`config.mk`:
```
export PLATFORM = sky130hd
export DESIGN_NAME = draw_wburst
export DESIGN_NICKNAME = d
export VERILOG_FILES = /design/src/rtl/draw_wburst.sv
export SDC_FILE = /design/constraint.sdc
export NUM_CORES = 1
export LEC_CHECK = 0
export ABC_CLOCK_PERIOD_IN_PS = 3300
export BUFFER_PORTS_ARGS = -buffer_cell sky130_fd_sc_hd__buf_2
export CAP_MARGIN = 25
export CORE_MARGIN = 2
export CORE_UTILIZATION = 47
export CTS_BUF_LIST = sky130_fd_sc_hd__clkbuf_8
export DETAILED_ROUTE_END_ITERATION = 8
export PLACE_DENSITY = 0.95
export SLEW_MARGIN = 20
export SYNTH_ARGS = -nofsm -noshare
export SYNTH_HDL_FRONTEND = slang
export SYNTH_SLANG_ARGS = --single-unit
export TNS_END_PERCENT = 20
```
`constraint.sdc`:
```
create_clock -name ACLK -period 3.3 [get_ports ACLK]
set_input_delay 0.165 -clock ACLK [delete_from_list [all_inputs] [get_ports ACLK]]
set_output_delay 0.165 -clock ACLK [all_outputs]
set_load 0.1 [all_outputs]
```
`src/rtl/draw_wburst.sv`:
```
// Write-burst master: one 8-beat AXI INCR write burst per command, fed by the
// drawing core's pixel stream, with sticky error and completed-burst counter.
module draw_wburst #(
  parameter int C_M_AXI_THREAD_ID_WIDTH = 1,
  parameter int C_M_AXI_ADDR_WIDTH      = 32,
  parameter int C_M_AXI_DATA_WIDTH      = 32
) (
  input  logic                               ACLK,
  input  logic                               ARESETN,
  input  logic                               CMD_VALID,
  output logic                               CMD_READY,
  input  logic [C_M_AXI_ADDR_WIDTH-1:0]      CMD_ADDR,
  input  logic                               PIX_VALID,
  output logic                               PIX_READY,
  input  logic [C_M_AXI_DATA_WIDTH-1:0]      PIX_DATA,
  output logic [C_M_AXI_THREAD_ID_WIDTH-1:0] M_AXI_AWID,
  output logic [C_M_AXI_ADDR_WIDTH-1:0]      M_AXI_AWADDR,
  output logic [7:0]                         M_AXI_AWLEN,
  output logic [2:0]                         M_AXI_AWSIZE,
  output logic [1:0]                         M_AXI_AWBURST,
  output logic [3:0]                         M_AXI_AWCACHE,
  output logic                               M_AXI_AWVALID,
  input  logic                               M_AXI_AWREADY,
  output logic [C_M_AXI_DATA_WIDTH-1:0]      M_AXI_WDATA,
  output logic [C_M_AXI_DATA_WIDTH/8-1:0]    M_AXI_WSTRB,
  output logic                               M_AXI_WLAST,
  output logic                               M_AXI_WVALID,
  input  logic                               M_AXI_WREADY,
  input  logic [1:0]                         M_AXI_BRESP,
  input  logic                               M_AXI_BVALID,
  output logic                               M_AXI_BREADY,
  output logic                               BUSY,
  output logic                               DONE,
  output logic                               ERR,
  input  logic                               ERR_CLR,
  output logic [15:0]                        BCNT,
  input  logic                               CNT_CLR
);

  typedef enum logic [1:0] {IDLE, AW, W, B} state_e;

  state_e                          state_q, state_d;
  logic [C_M_AXI_ADDR_WIDTH-1:0]   awaddr_q, awaddr_d;
  logic                            awvalid_q, awvalid_d;
  logic                            bready_q, bready_d;
  logic                            done_q, done_d;
  logic                            err_q, err_d;
  logic [15:0]                     bcnt_q, bcnt_d;
  logic [2:0]                      beat_q, beat_d;
  logic                            w_hs;
  logic                            err_set;
  logic                            bcnt_inc;

  assign w_hs = (state_q == W) && PIX_VALID && M_AXI_WREADY;

  always_comb begin
    state_d   = state_q;
    awaddr_d  = awaddr_q;
    awvalid_d = awvalid_q;
    bready_d  = bready_q;
    beat_d    = beat_q;
    done_d    = 1'b0;
    err_set   = 1'b0;
    bcnt_inc  = 1'b0;
    case (state_q)
      IDLE: begin
        if (CMD_VALID) begin
          awaddr_d  = {CMD_ADDR[C_M_AXI_ADDR_WIDTH-1:5], 5'b0};
          beat_d    = 3'd0;
          awvalid_d = 1'b1;
          state_d   = AW;
        end
      end
      AW: begin
        if (M_AXI_AWREADY) begin
          awvalid_d = 1'b0;
          state_d   = W;
        end
      end
      W: begin
        if (w_hs) begin
          beat_d = beat_q + 3'd1;
          if (beat_q == 3'd7) begin
            bready_d = 1'b1;
            state_d  = B;
          end
        end
      end
      B: begin
        if (M_AXI_BVALID) begin
          bready_d = 1'b0;
          done_d   = 1'b1;
          bcnt_inc = 1'b1;
          err_set  = (M_AXI_BRESP != 2'b00);
          state_d  = IDLE;
        end
      end
      default: state_d = IDLE;
    endcase

    // A new error outranks a simultaneous clear; a clear outranks an increment.
    if (err_set)      err_d = 1'b1;
    else if (ERR_CLR) err_d = 1'b0;
    else              err_d = err_q;

    if (CNT_CLR)       bcnt_d = 16'd0;
    else if (bcnt_inc) bcnt_d = bcnt_q + 16'd1;
    else               bcnt_d = bcnt_q;
  end

  always_ff @(posedge ACLK or negedge ARESETN) begin
    if (!ARESETN) begin
      state_q   <= IDLE;
      awaddr_q  <= '0;
      awvalid_q <= 1'b0;
      bready_q  <= 1'b0;
      beat_q    <= 3'd0;
      done_q    <= 1'b0;
      err_q     <= 1'b0;
      bcnt_q    <= 16'd0;
    end else begin
      state_q   <= state_d;
      awaddr_q  <= awaddr_d;
      awvalid_q <= awvalid_d;
      bready_q  <= bready_d;
      beat_q    <= beat_d;
      done_q    <= done_d;
      err_q     <= err_d;
      bcnt_q    <= bcnt_d;
    end
  end

  assign CMD_READY     = (state_q == IDLE);
  assign BUSY          = (state_q != IDLE);
  assign PIX_READY     = (state_q == W) && M_AXI_WREADY;
  assign M_AXI_WVALID  = (state_q == W) && PIX_VALID;
  assign M_AXI_WLAST   = (state_q == W) && (beat_q == 3'd7);
  assign M_AXI_WDATA   = PIX_DATA;
  assign M_AXI_WSTRB   = '1;
  assign M_AXI_AWID    = '0;
  assign M_AXI_AWADDR  = awaddr_q;
  assign M_AXI_AWLEN   = 8'd7;
  assign M_AXI_AWSIZE  = 3'd2;
  assign M_AXI_AWBURST = 2'b01;
  assign M_AXI_AWCACHE = 4'b0011;
  assign M_AXI_AWVALID = awvalid_q;
  assign M_AXI_BREADY  = bready_q;
  assign DONE          = done_q;
  assign ERR           = err_q;
  assign BCNT          = bcnt_q;

endmodule

```
**Word-level counts from Yosys, hierarchy flattened**

Cells that the tools add are included.

- Add/sub/neg operators: 2
- Equal/unequal tests: 9
- Mux-type cells: 24
- Reductions and logical operators: 17

Operators with widths:

| operator | count |
|---|---|
| two-way mux 16 bit | 2 |
| adder 16 x 1 -> 16 bit, second input constant | 1 |
| nonzero test 2 bit | 7 |
| two-way mux 1 bit | 11 |
| two-way mux 2 bit | 5 |
| != test 2 bit, second input constant | 4 |
| one-hot mux 2 bit (4 select lines) | 1 |
| two-way mux 3 bit | 2 |
| one-hot mux 3 bit (2 select lines) | 1 |
| AND reduction 3 bit | 2 |
| AND reduction 5 bit | 1 |
| == test 2 bit, second input constant | 2 |
| logical AND 1 bit | 4 |
| one-hot mux 1 bit (2 select lines) | 2 |
| AND reduction 4 bit | 1 |
| adder 3 x 1 -> 3 bit, second input constant | 1 |
| == test 3 bit, second input constant | 1 |
| == test 2 x 1 -> 1 bit, second input constant | 1 |
| zero test 2 bit | 1 |
| != test 2 x 1 -> 1 bit, second input constant | 1 |
| AND reduction 2 bit | 1 |

- Bits in registers: 52
- Output and inout bits: 111
- Logic and storage cells: 60

**Longest topological paths before layout**

- Depth in word-level cells: 5
- Gate-level depth with buffers: 6
- Mapped depth without buffers: 6

**Least setup slack after synthesis**

Ideal clock, no wire load.

- Path kind: register to register
- Start point: register state_q[0]
- End point: register state_q[1]
- Library setup time: 0.125 ns
- Arrival: 2.806 ns
- Slack: 0.369 ns
- Stages on the path, launching flop included: 6
- Buffers on the path: 0
- Period minus slack after synthesis: 2.931 ns
- Path through: dfrtp_1 > inv_1 > ha_1 > inv_1 > o221a_2 > mux2_2

- Elaborated cells on any way between the ends: 13
- Classes of those cells: eq/ne (8); mux (1); reduce/logical (4)

RTL lines:

| item | RTL line | text |
|---|---|---|
| start: declaration | 42 | `state_e state_q, state_d;` |
| start signal: assignment | 122 | `state_q <= state_d;` |
| zero test 2 bit * | - |  |
| net CMD_READY | 11 | `output logic CMD_READY,` |
| != test 2 bit (no line) | - |  |
| AND reduction 5 bit (no line) | - |  |

Mark *: on every way through the listed nets, which the timed path passes. The rest lies on a longest branch.
A chain may end at the register's enable or synchronous reset.

**Worst setup path in the final report**

- Start point: register state_q[0]
- End point: register beat_q[0]

- Cells in the longest elaborated chain, start to end: 5
- Elaborated cells on any way between the ends: 9
- Classes of those cells: eq/ne (3); mux (1); reduce/logical (5)

RTL lines:

| item | RTL line | text |
|---|---|---|
| == test 2 bit | 54, 65 |  |
| logical AND 1 bit (2 in series) | 54 | `assign w_hs = (state_q == W) && PIX_VALID && M_AXI_WREADY;` |
| != test 2 bit (no line) | - |  |
| AND reduction 3 bit (no line) | - |  |
| end signal: assignment | 126 | `beat_q <= beat_d;` |
| end: declaration | 49 | `logic [2:0] beat_q, beat_d;` |

Parallel ways exist; a longest one is shown, timed or not.

==> run_results.csv <==
group,metric,value,unit
grt,grt_max_degree,45,
timing,tightest_slew,0.606,ns
yosys,synth_top_cell_by_area,"dfrtp_1",
clock_network,cts_setup_buffers,0,
critical_path,critical_path_class,"reg2reg",
drt,drtPass1Iterations,4,
clock_network,htreeDepth,2,
yosys,ys_seq_area_share,46.5,%
grt,grt_pass1_wl,8780,µm
timing,period_needed,1.97,ns
yosys,synth_seq_cells,52,
critical_path,r2r-start,"state_q[0]",
critical_path,worst_ep_required_time,3.49,ns
yosys,syn_area,2800,µm²
floorplanning,rows,28,
critical_path,reg2reg_depth,5,
timing,relSlewSlack,59.5,%
clock_network,clkSinkCount,52,
timing,rsz0062_at_grt,"no",
clock_network,cts_resized,0,
drt,ant_nets,0,
timing,tns,0,ns
floorplanning,die_area,6590,µm²
yosys,synth_edf_count,0,
layout,drive_gt1_share,42.9,%
min_path,whs_endpoint,"ERR",
floorplanning,start_util,47.9,%
job,drv_cap,0,
clock_network,clock_path_buffers,2,
placed_design,globalplace.congestion,0.766,
status,status,"finished, final reports clean",
timing,min_period_over_period,59.7,%
timing,max_freq,508,MHz
drt,totalWireLength,5550,µm
layout,final_area,3080,µm²
yosys,synth_flop_cell,"dfrtp_1",
floorplanning,num_io_pins,186,
timing,finalSetupViolCount,0,
clock_network,clock_latency,0.31,ns
placed_design,hpwl,4170,µm
yosys,postSynthAreaPerCell,10.9,µm²
yosys,synth_area_leaders,"dfrtp_1 (46%), buf_4 (16%), mux2_2 (13%)",
drt,drtIter0Drc,100,
timing,finalHoldViolCount,0,
min_path,hold_depth,2,
clock_network,clkTransAtPathRegs,0.09,ns
layout,mostFrequentLayoutCells,"buf_2 (88), dfrtp_1 (52), mux2_2 (32), conb_1 (27), nor2_1 (16)",
grt,grt_pass1_vias,1879,
critical_path,crit_start,"state_q[0]",
drt,num_vias,1913,
critical_path,cp.arrival,2.16,ns
min_path,holdCritStartpoint,"ERR_CLR",
drt,wl_per_cell,14.2,µm
yosys,async_flop_share,100,%
placed_design,portBuffers,89,
timing,slew_viol_final,0,
critical_path,critPathLaunchType,"flop",
min_path,hold_class,"in2reg",
yosys,ys_types,33,
grt,grt_usage,17.8,%
drt,drc,0,
clock_network,ctsHoldBuffers,0,
floorplanning,core,5850,µm²
layout,mostFrequentLayoutCell,"buf_2",
timing,hold_slack,0.0711,ns
yosys,synthCells,257,
layout,antenna_cells,0,
clock_network,cts-root-buf,"clkbuf_8",
clock_network,cts_buffers,5,
critical_path,end_kind,"flop",
floorplanning,chipHeight,81.2,µm
floorplanning,die_w,81.2,µm
critical_path,cp_max_fo,10,
placed_design,dpl_cell_area,2970,µm²
grt,grt-ovfl-total,0,
yosys,yosys_warnings,0,
critical_path,worstReg2RegEnd,"beat_q[0]",
yosys,synth_top_area_share,46.5,%
critical_path,r2r_slack,1.33,ns
drt,drt-vias-per-instance,4.88,
clock_network,cts_tree,"built",
grt,antenna_found_initial,0,
layout,fin_nets,398,
timing,skew,0.0109,ns
layout,syn2layout_area_growth,10.1,%
-- cells in the mapped netlist (3+ instances only) --
master and n:
a21oi_1 8, and2_1 3, buf_4 60, dfrtp_1 52, ha_1 7, inv_1 9
mux2_2 32, mux2i_1 4, nand2_1 14, nand3_1 9, nand4_1 3, nor2_1 16
nor2b_1 6, o21ai_0 4, xnor2_1 4, xor2_1 4
-- area by class of cell --
| type | instances | area (µm²) |
|---|---|---|
| Tap cell | 75 | 93.8 |
| Sequential cell | 52 | 1300 |
| Multi-Input combinational cell | 157 | 1090 |
| Inverter | 9 | 33.8 |
| Clock buffer | 6 | 82.6 |
| Fill cell | 526 | 2770 |
| Timing Repair Buffer | 91 | 465 |
| Clock inverter | 2 | 11.3 |
-- sequential cells by signal, indices dropped and copies added, names as in the netlist --
name / flops
DONE: 1
BCNT: 16
ERR: 1
M_AXI_AWADDR: 27
state_q: 2
M_AXI_BREADY: 1
M_AXI_AWVALID: 1
beat_q: 3
-- worst max path at each step --
| stage | end | slack, ns |
|---|---|---|
| CTS | M_AXI_AWADDR[31] | 1.20 |
| global placement | M_AXI_AWADDR[17] | 1.33 |
| finish | beat_q[0] | 1.33 |
| floorplan | state_q[1] | 0.37 |
| detailed placement | M_AXI_AWADDR[31] | 1.23 |
| global route | beat_q[0] | 1.14 |
-- per-stage QoR --
stage               utilization, %  cells  setup slack (ns)
global placement              50.8    383              1.33
finish                        52.7    392              1.33
detailed placement            50.8    383              1.23
CTS                           52.4    391              1.20
floorplan                        -    282             0.369
global route                  52.7    392              1.14
-- kinds of logic after synthesis --
family / after synthesis / share of synthesized area [%]
AND/OR/NAND/NOR: 63 / 12.1
multiplexers: 36 / 14.3
AO/OA/AOI/OAI: 16 / 3.35
buffers and inverters: 73 / 17.9
XOR/XNOR: 8 / 2.50
adder cells (fa/ha/maj): 7 / 3.13
flip-flops: 52 / 46.5
other: 2 / 0.268
-- worst max-delay path, cell delays in order, from the launching register on --
cell      delay [ns]
dfrtp_1         0.41
inv_1           0.11
ha_1            0.32
nor2_1          0.11
a211oi_1        0.51
mux2_2          0.40
-- routing by layer --
| layer | routed length, µm | GRT usage (%) | share of wire, % |
|---|---|---|---|
| met4 | 150 | 7.97 | 2.7 |
| met1 | 2130 | 21.5 | 38 |
| met2 | 2690 | 28.3 | 48 |
| met5 | 0 | 0 | 0 |
| met3 | 579 | 6.78 | 10 |
Power is left out: the tool's default activity adds up to more than one toggle a clock period on the data nets, which glitch-free logic cannot reach.
